[src/rtl/hilo_div_ctrl_pkg.sv]
// Shared definitions for the HI/LO divide sequencer: FSM encodings and
// handshake constants used by the controller and its environment.
package hilo_div_ctrl_pkg;

  typedef enum logic [1:0] {
    DIV_IDLE    = 2'b00,
    DIV_DIVZERO = 2'b01,
    DIV_ON      = 2'b10,
    DIV_END     = 2'b11
  } div_state_e;

  localparam logic DIV_READY     = 1'b1;
  localparam logic DIV_NOT_READY = 1'b0;
  localparam logic DIV_START     = 1'b1;
  localparam logic DIV_STOP      = 1'b0;

  localparam logic [31:0] ZERO_WORD = 32'h0000_0000;

endpackage

[src/rtl/hilo_div_ctrl_div_step.sv]
// One restoring-division step: shift the {rem, quo} accumulator left, trial
// subtract the divisor from the upper W+1 bits, keep or restore.
module div_step #(
  parameter int WIDTH = 32
) (
  input  logic [2*WIDTH:0] acc,
  input  logic [WIDTH-1:0] divisor,
  output logic [2*WIDTH:0] acc_nxt
);

  logic [2*WIDTH:0]        shifted;
  logic signed [WIDTH+1:0] diff;

  always_comb begin
    shifted = acc << 1;
    // One guard bit above the W+1-bit partial remainder carries the sign.
    diff    = $signed({1'b0, shifted[2*WIDTH:WIDTH]}) - $signed({2'b00, divisor});
    if (diff[WIDTH+1]) begin
      acc_nxt = shifted;
    end else begin
      acc_nxt = {diff[WIDTH:0], shifted[WIDTH-1:1], 1'b1};
    end
  end

endmodule

[src/rtl/hilo_div_ctrl.sv]
// Multi-cycle DIV/DIVU sequencer for the EX-stage HI/LO path: one quotient bit
// per cycle, stalls the pipeline while running, presents {rem, quo} with ready.
module hilo_div_ctrl
  import hilo_div_ctrl_pkg::*;
#(
  parameter int WIDTH = 32
) (
  input  logic               clk,
  input  logic               rst,
  input  logic               signed_div,
  input  logic [WIDTH-1:0]   opdata1,
  input  logic [WIDTH-1:0]   opdata2,
  input  logic               start,
  input  logic               annul,
  output logic [2*WIDTH-1:0] result,
  output logic               ready,
  output logic               stall_req
);

  localparam int                CNT_W     = $clog2(WIDTH) + 1;
  localparam logic [CNT_W-1:0] LAST_STEP = CNT_W'(WIDTH - 1);

  div_state_e       state, state_nxt;
  logic [CNT_W-1:0] cnt;

  logic [2*WIDTH:0] acc_p0;
  logic [2*WIDTH:0] acc_nxt;
  logic [WIDTH-1:0] divisor_p0;
  logic             sign_q_p0;
  logic             sign_r_p0;

  logic accept;
  logic run_step;
  logic load_res;
  logic clr_res;

  function automatic logic [WIDTH-1:0] magnitude(input logic signed [WIDTH-1:0] v,
                                                 input logic                    is_signed);
    if (is_signed && v[WIDTH-1]) begin
      return -v;
    end
    return v;
  endfunction

  function automatic logic [WIDTH-1:0] apply_sign(input logic [WIDTH-1:0] v,
                                                  input logic             neg);
    return neg ? ((~v) + WIDTH'(1'b1)) : v;
  endfunction

  div_step #(
    .WIDTH(WIDTH)
  ) u_div_step (
    .acc     (acc_p0),
    .divisor (divisor_p0),
    .acc_nxt (acc_nxt)
  );

  always_comb begin
    state_nxt = state;
    accept    = 1'b0;
    run_step  = 1'b0;
    load_res  = 1'b0;
    clr_res   = 1'b0;
    case (state)
      DIV_IDLE: begin
        if (start == DIV_START && !annul) begin
          accept    = 1'b1;
          state_nxt = (opdata2 == '0) ? DIV_DIVZERO : DIV_ON;
        end
      end
      DIV_DIVZERO: begin
        if (annul) begin
          state_nxt = DIV_IDLE;
        end else begin
          clr_res   = 1'b1;
          state_nxt = DIV_END;
        end
      end
      DIV_ON: begin
        if (annul) begin
          state_nxt = DIV_IDLE;
        end else begin
          run_step = 1'b1;
          if (cnt == LAST_STEP) begin
            load_res  = 1'b1;
            state_nxt = DIV_END;
          end
        end
      end
      DIV_END: begin
        if (annul || start == DIV_STOP) begin
          state_nxt = DIV_IDLE;
        end
      end
      default: state_nxt = DIV_IDLE;
    endcase
  end

  // Control and architecturally visible result: async reset.
  always_ff @(posedge clk or posedge rst) begin
    if (rst) begin
      state  <= DIV_IDLE;
      cnt    <= '0;
      result <= '0;
    end else begin
      state <= state_nxt;
      if (accept) begin
        cnt <= '0;
      end else if (run_step) begin
        cnt <= cnt + CNT_W'(1'b1);
      end
      if (load_res) begin
        result <= {apply_sign(acc_nxt[2*WIDTH-1:WIDTH], sign_r_p0),
                   apply_sign(acc_nxt[WIDTH-1:0], sign_q_p0)};
      end else if (clr_res) begin
        result <= '0;
      end
    end
  end

  // Operand latch and accumulator: no reset, only consumed under FSM control.
  always_ff @(posedge clk) begin
    if (accept) begin
      acc_p0     <= {{(WIDTH + 1){1'b0}}, magnitude(opdata1, signed_div)};
      divisor_p0 <= magnitude(opdata2, signed_div);
      sign_q_p0  <= signed_div & (opdata1[WIDTH-1] ^ opdata2[WIDTH-1]);
      sign_r_p0  <= signed_div & opdata1[WIDTH-1];
    end else if (run_step) begin
      acc_p0 <= acc_nxt;
    end
  end

  assign ready     = (state == DIV_END) ? DIV_READY : DIV_NOT_READY;
  assign stall_req = !rst && start && !annul && (state != DIV_END);

endmodule

[config.mk]
export PLATFORM = sky130hd
export DESIGN_NAME = hilo_div_ctrl
export DESIGN_NICKNAME = d
export VERILOG_FILES = /design/src/rtl/hilo_div_ctrl_pkg.sv /design/src/rtl/hilo_div_ctrl_div_step.sv /design/src/rtl/hilo_div_ctrl.sv
export SDC_FILE = /design/constraint.sdc
export NUM_CORES = 1
export LEC_CHECK = 0
export CAP_MARGIN = 20
export CORE_MARGIN = 2
export CORE_UTILIZATION = 44
export CTS_CLUSTER_DIAMETER = 100
export DETAILED_ROUTE_END_ITERATION = 10
export PLACE_DENSITY = 0.76
export REMOVE_ABC_BUFFERS = 1
export SYNTH_ARGS = -nofsm -noshare
export SYNTH_HDL_FRONTEND = slang
export SYNTH_SLANG_ARGS = --single-unit
[constraint.sdc]
create_clock -name clk -period 5.74 [get_ports clk]
set_clock_uncertainty 0.1 [all_clocks]
set_input_delay 1.435 -clock clk [delete_from_list [all_inputs] [get_ports clk]]
set_output_delay 1.435 -clock clk [all_outputs]
set_load 0.005 [all_outputs]
==> summary.md, run 1 <==
| Metric | Value |
|---|---|
| Outcome | `finished, final reports clean` |
| Crit start category | `input port` |
| Worst-Margin Slew | `1.010 ns` |
| Routed len/inst | `17.66 um` |
| Vias per std cell | `5.815` |
| Max-slew headroom | `0.3254` |
| Cts repair resizes | `0` |
| Cts hold-fix bufs | `0` |
| Post-synth top flop | `dfrtp_1` |
| Worst-path clk slew | `0.07 ns` |
| Final hold slack | `0.3758 ns` |
| Crit. End Element | `flop` |
| IO Port Bufs | `134` |
| Most frequent cells in the layout | `nand2_1, clkdlybuf4s50_1, o21ai_0, nor2_1, a21oi_1` |
| Row count | `59` |
| CTS tree | `yes` |
| Htree depth | `4` |
| Switching Share | `0.4654` |
| # IOs | `135` |
| Clock Latency Late Sink | `0.44 ns` |
| Via count of the routed design | `10554` |
| Crit-path most repeated cell | `nor3_1` |
| Worst path max stage delay | `0.48 ns` |
| Final Cycle Share | `0.8306` |
| CP cell instances | `clkdlybuf4s50_1 > nor3_1 > nand2_1 > or4_1 > nor3_1 > nand3b_1 > nor3_1 > nor3b_1 > nand2_1 > nor3b_1 > o21bai_1 > mux2_2` |
| Req. time, crit path | `5.96 ns` |
| Comb pwr share | `0.550` |
| Max Root-Sink Buffers | `2` |
| Remaining DRCs | `0` |
| DRT Wirelength | `32.05 mm` |
| Die W | `167.0 um` |
| Vias in the first global route | `10211` |
| Tot Pwr | `6.593 mW` |
| Dpl hpwl | `23.88 mm` |
| Worst ir drop on vdd | `0.2072 mV` |
| Syn Inst Count | `1361` |
| Fmax | `209.7 MHz` |
| Die area | `0.02787 sq mm` |
| Setup bufs post-CTS | `0` |
| Placement Setup Slack | `0.5860 ns` |
| First-pass DRT Iterations | `5` |
| PD cells | `474.4 mW/mm^2` |
| EDFF count, synth | `66` |
| Core region area | `0.02606 sq mm` |
| Num CTS Buffers | `17` |
| Total internal power | `3.525 mW` |
| Sequential share of the synthesized area | `0.3787` |
| Met3 wire length | `1.504 mm` |
| Syn Area/Cell | `8.585 sq um` |
| Worst EP arrival | `4.98 ns` |
| Seq pwr share | `0.275` |
| Final Setup Violations | `0` |
| Setup ws final | `0.9721 ns` |
| Clock power share | `0.174` |
| Slew Viols, Final | `0` |
| DRT iter0 DRCs | `716` |
| Commonest non-fill, non-tap cell in the layout | `nand2_1` |
| Layout Utilization | `0.5333` |
| Metal2 WL | `16.13 mm` |
| Synth unique cells | `82` |
| Total track usage | `0.2299` |
| Post-synthesis cell area | `0.01168 sq mm` |
| Root buffer cell | `clkbuf_16` |
| CP max FO | `4` |
| Layout cells sized above 1 | `0.05270` |
| Detail Route Antenna Nets | `0` |
| First-pass GRT wire length | `52.25 mm` |
| Global placement routability congestion | `0.9196` |
| Hold Vio Cnt, Final | `0` |
| # diodes | `0` |
| RSZ-0062 raised after global routing | `false` |
| Leakage | `5.455 nW` |
| Hold Path Class | `reg -> reg` |
| Metal-1 WL | `13.71 mm` |
| CTS sink cnt | `170` |
| Final net count | `1578` |
| Async set or reset register ratio after synthesis | `0.4235` |
| Synth Warn # | `0` |
| Top routing layer used | `met5` |
| Largest net degree at the start of global routing | `73` |
| Crit path time final | `4.768 ns` |
| Switching Power | `3.068 mW` |
| Die height | `167.0 um` |
| WS Path Type | `in -> reg` |
| Maxcap violations | `0` |
| Initial antenna violation count | `2` |
| Area growth syn-to-layout | `18.94%` |
| Synth Register Bits | `170` |
| CP max-delay cell | `clkdlybuf4s50_1` |
| Initial Util | `0.4484` |
| Total gr overflow | `0` |
[metrics by stage]
step / instances / cell area, sq um / TNS (ns)
2_1_floorplan: 1300 / 11410 / -0.2353
3_3_place_gp: 1783 / 13320 / 0
3_5_place_dp: 1783 / 13320 / 0
4_1_cts: 1815 / 13900 / 0
5_1_grt: 1815 / 13900 / 0
6_report: 1815 / 13900 / 0
[sequential cells by signal (all words and copies together), names as in the netlist]
register / count
acc_p0: 64
sign_r_p0: 1
divisor_p0: 32
sign_q_p0: 1
result: 64
state: 2
cnt: 6
[power groups by stage]
stage / logic, mW / clock network (mW) / registers [mW]
after floorplan: 2.67 / 0 / 1.77
after global placement: 3.51 / 0 / 1.82
after detailed placement: 3.56 / 0 / 1.83
after CTS: 3.59 / 1.16 / 1.81
after global routing: 3.99 / 1.21 / 1.85
final: 3.63 / 1.15 / 1.82
[synth_stat cells (6+ instances only)]
cell      instances  area (sq um)
a211o_1           6         52.55
a211oi_1         34         255.2
a21o_1           15         112.6
a21oi_1          83         415.4
a31oi_1           7         43.79
and2_1           14         87.58
buf_2            11         55.05
clkbuf_1         42         157.7
dfrtp_1          72          1802
dfxtp_1          32         640.6
edfxtp_1         66          1982
ha_1             41         513.0
inv_1            53         198.9
mux2i_1          18         180.2
nand2_1         186         698.2
nand2b_1         11         68.82
nand3_1          16         80.08
nand4_1          14         87.58
nor2_1          111         416.7
nor2b_1          10         62.56
nor3_1           32         160.2
nor3b_1           7         52.55
nor4_1            9         56.30
o211ai_1         11         82.58
o21ai_0         131         655.6
o21ai_1          19         95.09
o31ai_1          25         187.7
o41ai_1          10         87.58
or3_1            22         137.6
or4_1            13         97.59
xnor2_1          72         630.6
xor2_1           72         630.6
[path summary, 6_finish.rpt]
| kind | start | endpoint | slack, ns | depth (start not counted) |
|---|---|---|---|---|
| min | result[42]$_DFFE_PP0P_ | result[42]$_DFFE_PP0P_ | 0.38 | 2 |
| max in group asynchronous | rst | result[44]$_DFFE_PP0P_ | 3.32 | 3 |
| min in group asynchronous | rst | result[55]$_DFFE_PP0P_ | 1.56 | 3 |
| max reg2reg | divisor_p0[24]$_DFFE_PP_ | result[62]$_DFFE_PP0P_ | 1.00 | 18 |
| min reg2reg | result[42]$_DFFE_PP0P_ | result[42]$_DFFE_PP0P_ | 0.38 | 2 |
| max | opdata2[2] | state[1]$_DFFE_PP0P_ | 0.97 | 12 |
[metal layers]
metal / global-route usage / up-vias
met3: 0.03565 / 45
met5: 0 / -
met2: 0.4063 / 288
met1: 0.2866 / 5104
li1: - / 5115
met4: 0.07534 / 2
[area by class of cell]
class / count / area (sq um)
Clock buffer: 18 / 439.2
Clock inverter: 14 / 140.1
Fill cell: 2382 / 12160
Inverter: 55 / 206.4
Multi-Input combinational cell: 1075 / 6809
Sequential cell: 170 / 4424
Tap cell: 335 / 419.2
Timing Repair Buffer: 148 / 1459
[critical path: cells and delay by family]
family,cells,cell delay [ns]
and+or+nand+nor,9,2.71
buffers and inverters,1,0.48
muxes,1,0.26
AOI/OAI and AO/OA,1,0.10
[kinds of logic after synthesis]
logic type	after synthesis	share of synthesized area
compound gates	397	0.2177
xor+xnor	144	0.1079
fa+ha+maj	42	0.04562
buf+inv	116	0.04069
flops	170	0.3787
mux	20	0.01735
simple gates	472	0.1920
(Power assumes the default switching activity.)
==> run 2: changes to the inputs <==
==> constraint.sdc (replaced) <==
create_clock -name clk -period 5 [get_ports clk]
set_clock_uncertainty 0.1 [all_clocks]
set_input_delay 1.25 -clock clk [delete_from_list [all_inputs] [get_ports clk]]
set_output_delay 1.25 -clock clk [all_outputs]
set_load 0.005 [all_outputs]
==> summary.md, run 2 (same netlist as run 1, synthesis figures left out) <==
| Metric | Value |
|---|---|
| Post-Place Cells | `1790` |
| CTS sink cnt | `170` |
| Global placement routability congestion | `0.9453` |
| Vias in the first global route | `10049` |
| Hold Path Class | `reg -> reg` |
| Max-slew headroom | `0.3545` |
| Total internal power | `4.001 mW` |
| Num CTS Buffers | `17` |
| RR Endpoint | `result[52]$_DFFE_PP0P_` |
| Layout cells sized above 1 | `0.05649` |
| Via count of the routed design | `10569` |
| Worst EP arrival | `4.83 ns` |
| Slew Viols, Final | `0` |
| Leading registers by flop count | `acc_p0 x64, result x64, divisor_p0 x32` |
| Setup ws final | `0.3520 ns` |
| Row count | `59` |
| CP startpoint | `divisor_p0[22]$_DFFE_PP_` |
| Hold depth | `2` |
| Crit start category | `flop` |
| CP max-delay cell | `o31ai_1` |
| Detail Route Antenna Nets | `0` |
| Placement Setup Slack | `0.3303 ns` |
| Cell count of the worst reg-to-reg path | `18` |
| Initial Util | `0.4484` |
| Die height | `167.0 um` |
| Final net count | `1585` |
| Cts hold-fix bufs | `0` |
| CP bufs+invs | `2` |
| Clock Latency Late Sink | `0.44 ns` |
| Setup bufs post-CTS | `0` |
| Switching Share | `0.4705` |
| CP cell instances | `inv_1 > ha_1 > a21oi_1 > o21ai_2 > a21oi_1 > o31ai_1 > a21o_2 > nand2_1 > o21ai_0 > ha_1 > nor4b_1 > buf_4 > and3_1 > o221ai_1 > o21ai_0 > a21boi_0 > xnor2_1 > o21ai_0` |
| Leakage | `5.482 nW` |
| # IOs | `135` |
| Area growth syn-to-layout | `19.10%` |
| Worst-Margin Slew | `0.9683 ns` |
| Die W | `167.0 um` |
| Hold Vio Cnt, Final | `0` |
| First-pass DRT Iterations | `5` |
| Final hold slack | `0.3754 ns` |
| Clock power share | `0.164` |
| Final Cycle Share | `0.9296` |
| Worst R2R Start | `divisor_p0[22]$_DFFE_PP_` |
| Worst-path clk slew | `0.07 ns` |
| Seq pwr share | `0.274` |
| Initial antenna violation count | `0` |
| Req. time, crit path | `5.18 ns` |
| Crit path time final | `4.648 ns` |
| Dpl hpwl | `24.19 mm` |
| WS Path Type | `reg -> reg` |
| Layout Cells excl Fill | `1822` |
| Crit-path most repeated cell | `o21ai_0` |
| DRT iter0 DRCs | `705` |
| Switching Power | `3.555 mW` |
| Most frequent cells in the layout | `nand2_1, clkdlybuf4s50_1, o21ai_0, nor2_1, a21oi_1` |
| Outcome | `finished, final reports clean` |
| PD cells | `543.0 mW/mm^2` |
| # diodes | `0` |
| Commonest non-fill, non-tap cell in the layout | `nand2_1` |
| Die area | `0.02787 sq mm` |
| Maxcap violations | `0` |
| Max Root-Sink Buffers | `2` |
| Total gr overflow | `0` |
| CP max FO | `7` |
| CTS tree | `yes` |
| Worst ir drop on vdd | `0.2690 mV` |
| First-pass GRT wire length | `52.25 mm` |
| Remaining DRCs | `0` |
| Largest net degree at the start of global routing | `73` |
| Comb pwr share | `0.562` |
| Worst path max stage delay | `0.61 ns` |
| Root buffer cell | `clkbuf_16` |
| IO Port Bufs | `134` |
| CP top delay family | `compound AO/OA/AOI/OAI gates` |
| Crit. End Element | `flop` |
| Final setup TNS | `0 ns` |
| RSZ-0062 raised after global routing | `false` |
| Hold_sp | `result[46]$_DFFE_PP0P_` |
| Vias per std cell | `5.801` |
| Filler instances | `2362` |
| Hold Path Sink | `result[46]$_DFFE_PP0P_` |
| Worst R2R Setup Slack | `0.35 ns` |
| Core region area | `0.02606 sq mm` |
| Routed len/inst | `17.71 um` |
| Fmax | `215.1 MHz` |
| Final Setup Violations | `0` |
| Cts repair resizes | `0` |
| Total track usage | `0.2299` |
| Htree depth | `4` |
| DRT Wirelength | `32.27 mm` |
[run 2: changes by cell type in the layout (fill, tap and decap cells not counted), moves of 2 or more]
cell	before	now
clkinv_1	2	0
clkbuf_1	0	3
inv_8	3	1
inv_4	0	5
clkinv_4	5	1
buf_4	13	19
[run 2: per-stage QoR]
| stage | utilization | cell area (sq um) | total power [mW] |
|---|---|---|---|
| 6_report | 0.5340 | 13920 | 7.557 |
| 5_1_grt | 0.5340 | 13920 | 8.082 |
| 4_1_cts | 0.5340 | 13920 | 7.480 |
| 3_5_place_dp | 0.5136 | 13380 | 6.215 |
| 3_3_place_gp | 0.5136 | 13380 | 6.148 |
| 2_1_floorplan | - | 11410 | 5.095 |
[run 2: layout make-up]
class | count | area (sq um) | area share
Clock buffer | 21 | 450.4 | 0.03237
Clock inverter | 11 | 82.58 | 0.005934
Inverter | 55 | 206.4 | 0.01484
Multi-Input combinational cell | 1075 | 6809 | 0.4893
Sequential cell | 170 | 4424 | 0.3179
Tap cell | 335 | 419.2 | 0.03012
Timing Repair Buffer | 155 | 1524 | 0.1095
[run 2: worst max-delay path by stage]
| stage | cells past startpoint | end |
|---|---|---|
| 2_1_floorplan | 5 | result[57]$_DFFE_PP0P_ |
| 3_3_place_gp | 12 | state[1]$_DFFE_PP0P_ |
| 3_5_place_dp | 12 | state[1]$_DFFE_PP0P_ |
| 4_1_cts | 18 | result[52]$_DFFE_PP0P_ |
| 5_1_grt | 18 | result[52]$_DFFE_PP0P_ |
| 6_report | 18 | result[52]$_DFFE_PP0P_ |
[run 2: metal layers]
layer	share of wire	track usage
met4	0.032	0.08808
met2	0.49	0.3895
met3	0.052	0.03731
met5	0	0
met1	0.43	0.2949
[run 2: power by group through the flow]
| stage | Sequential [mW] | Combinational [mW] | Clock [mW] |
|---|---|---|---|
| after global placement | 2.08 | 4.07 | 0 |
| after floorplan | 2.03 | 3.07 | 0 |
| after CTS | 2.06 | 4.17 | 1.25 |
| after global routing | 2.11 | 4.67 | 1.30 |
| final | 2.07 | 4.25 | 1.24 |
| after detailed placement | 2.09 | 4.12 | 0 |
[run 2: worst min-delay path: stages (launching register included)]
cell and delay (ns):
dfrtp_1 0.34, nand2_1 0.04, o21ai_0 0.05
==> run 3: changes to the inputs <==
--- a/config.mk
+++ b/config.mk
@@ -12,6 +12,8 @@
 export DETAILED_ROUTE_END_ITERATION = 10
 export PLACE_DENSITY = 0.76
 export REMOVE_ABC_BUFFERS = 1
+export SETUP_SLACK_MARGIN = 0.4
+export SLEW_MARGIN = 20
 export SYNTH_ARGS = -nofsm -noshare
 export SYNTH_HDL_FRONTEND = slang
 export SYNTH_SLANG_ARGS = --single-unit
==> summary.md, run 3 (same netlist as run 1, synthesis figures left out) <==
| Metric | Value |
|---|---|
| Outcome | `finished, final reports clean` |
| Final Cycle Share | `0.8748` |
| Final net count | `1586` |
| CP bufs+invs | `1` |
| Remaining DRCs | `0` |
| Final setup TNS | `0 ns` |
| Fmax | `228.6 MHz` |
| Layout cells sized above 1 | `0.06653` |
| DRT Wirelength | `32.41 mm` |
| Worst-path clk slew | `0.07 ns` |
| WS Path Type | `reg -> reg` |
| First-pass GRT wire length | `52.25 mm` |
| Initial antenna violation count | `0` |
| Most frequent cells in the layout | `nand2_1, clkdlybuf4s50_1, o21ai_0, nor2_1, a21oi_1` |
| IO Port Bufs | `134` |
| RSZ-0062 raised after global routing | `true` |
| Max Root-Sink Buffers | `2` |
| Crit start category | `flop` |
| Die area | `0.02787 sq mm` |
| Commonest non-fill, non-tap cell in the layout | `nand2_1` |
| CP max-delay cell | `or4b_1` |
| CP top delay family | `compound AO/OA/AOI/OAI gates` |
| CTS sink cnt | `170` |
| Num CTS Buffers | `17` |
| Root buffer cell | `clkbuf_16` |
| CP max FO | `6` |
| Detail Route Antenna Nets | `0` |
| CTS tree | `yes` |
| First-pass DRT Iterations | `5` |
| Area growth syn-to-layout | `19.72%` |
| Dpl hpwl | `24.19 mm` |
| Worst path max stage delay | `0.56 ns` |
| Initial Util | `0.4484` |
| Vias in the first global route | `10049` |
| Leakage | `5.495 nW` |
| Leading registers by flop count | `acc_p0 x64, result x64, divisor_p0 x32` |
| DRT iter0 DRCs | `678` |
| Hold Path Class | `reg -> reg` |
| Req. time, crit path | `5.20 ns` |
| Die W | `167.0 um` |
| Row count | `59` |
| # IOs | `135` |
| Global placement routability congestion | `0.9453` |
| Die height | `167.0 um` |
| Slew Viols, Final | `0` |
| Crit. End Element | `flop` |
| Total track usage | `0.2299` |
| Placed Area | `0.01338 sq mm` |
| PD cells | `544.8 mW/mm^2` |
| CP cell instances | `inv_1 > ha_1 > fa_1 > nand2b_1 > a21o_1 > a211oi_2 > nor2_1 > o31ai_1 > xor2_1 > or4b_1 > a21o_2 > o41ai_2 > xnor2_1 > o21ai_1` |
| Final Setup Violations | `0` |
| Post-layout instance area | `0.01399 sq mm` |
| Htree depth | `4` |
| Clock Latency Late Sink | `0.44 ns` |
| Max-slew headroom | `0.3519` |
| Routed len/inst | `17.78 um` |
| Crit path time final | `4.374 ns` |
| Worst ir drop on vdd | `0.2710 mV` |
| Hold Vio Cnt, Final | `0` |
| # diodes | `0` |
| Via count of the routed design | `10598` |
| Total gr overflow | `0` |
| Core region area | `0.02606 sq mm` |
| Largest net degree at the start of global routing | `73` |
| Worst EP arrival | `4.57 ns` |
| Vias per std cell | `5.813` |
| Maxcap violations | `0` |
| Worst-Margin Slew | `0.9721 ns` |
[run 3: cell count changes in the layout (fill, tap and decap cells not counted), moves of 2 or more]
cell     previous run  this run
a21oi_2             2         6
a21oi_1            82        78
o31ai_1            25        23
dfxtp_1            32        30
o21ai_0           131       128
dfxtp_2             0         2
o21ai_1            19        22
[run 3: metrics by stage]
stage          std cells  setup slack [ns]  total power [mW]  utilization  hold WS (ns)
4_1_cts             1822            0.4087             7.480       0.5340        0.3860
3_3_place_gp        1790            0.3183             6.148       0.5136        0.3629
3_5_place_dp        1790            0.3303             6.215       0.5136        0.3701
5_1_grt             1823            0.3876             8.143       0.5368        0.4037
6_report            1823            0.6258             7.620       0.5368        0.3757
2_1_floorplan       1300           -0.7903             5.095            -        0.3621
[run 3: worst paths after layout]
path                                   startpoint                     end  slack (ns)  depth (start not counted)
min in group asynchronous                     rst  result[54]$_DFFE_PP0P_        1.35                          3
setup reg to reg             acc_p0[31]$_DFFE_PP_  result[62]$_DFFE_PP0P_        0.63                         14
setup / recovery             acc_p0[31]$_DFFE_PP_  result[62]$_DFFE_PP0P_        0.63                         14
hold / removal             result[46]$_DFFE_PP0P_  result[46]$_DFFE_PP0P_        0.38                          2
max in group asynchronous                     rst  result[46]$_DFFE_PP0P_        2.79                          3
hold reg to reg            result[46]$_DFFE_PP0P_  result[46]$_DFFE_PP0P_        0.38                          2
[run 3: routing by layer]
metal  vias up  track usage  share of wire
met5         -            0              0
li1       5136            -              -
met1      5066       0.2949           0.43
met2       338       0.3895           0.49
met4         0      0.08808          0.030
met3        58      0.03731          0.053
[run 3: worst reg2reg max path, delay by kind of cell, from the launching register on]
family,cells,cell delay (ns)
buffers and inverters,1,0.07
adder cells (fa/ha/maj),2,0.64
flip-flops,1,0.44
XOR/XNOR,2,0.40
AND/OR/NAND/NOR,3,0.93
AO/OA/AOI/OAI,6,1.66
[run 3: timing repair]
item | in CTS | in global routing
endpoints found under the setup margin | 0 | 13
buffers inserted | 0 | 1
hold buffers | 0 | 0
gates resized for setup | 0 | 18
[run 3: cell type report]
type                    instances  area [sq um]
clock inverters                11         82.58
multi-input cells            1075          6870
inverters                      55         206.4
flip-flops and latches        170          4427
fillers                      2348         12070
repair buffers                156          1531
well taps                     335         419.2
clock buffers                  21         450.4
[run 3: power breakdown]
group | internal, mW | switching, mW | leakage [nW]
clock network | 0.658 | 0.579 | 0.270
registers | 1.78 | 0.291 | 1.88
logic | 1.58 | 2.72 | 3.35
total | 4.03 | 3.59 | 5.50
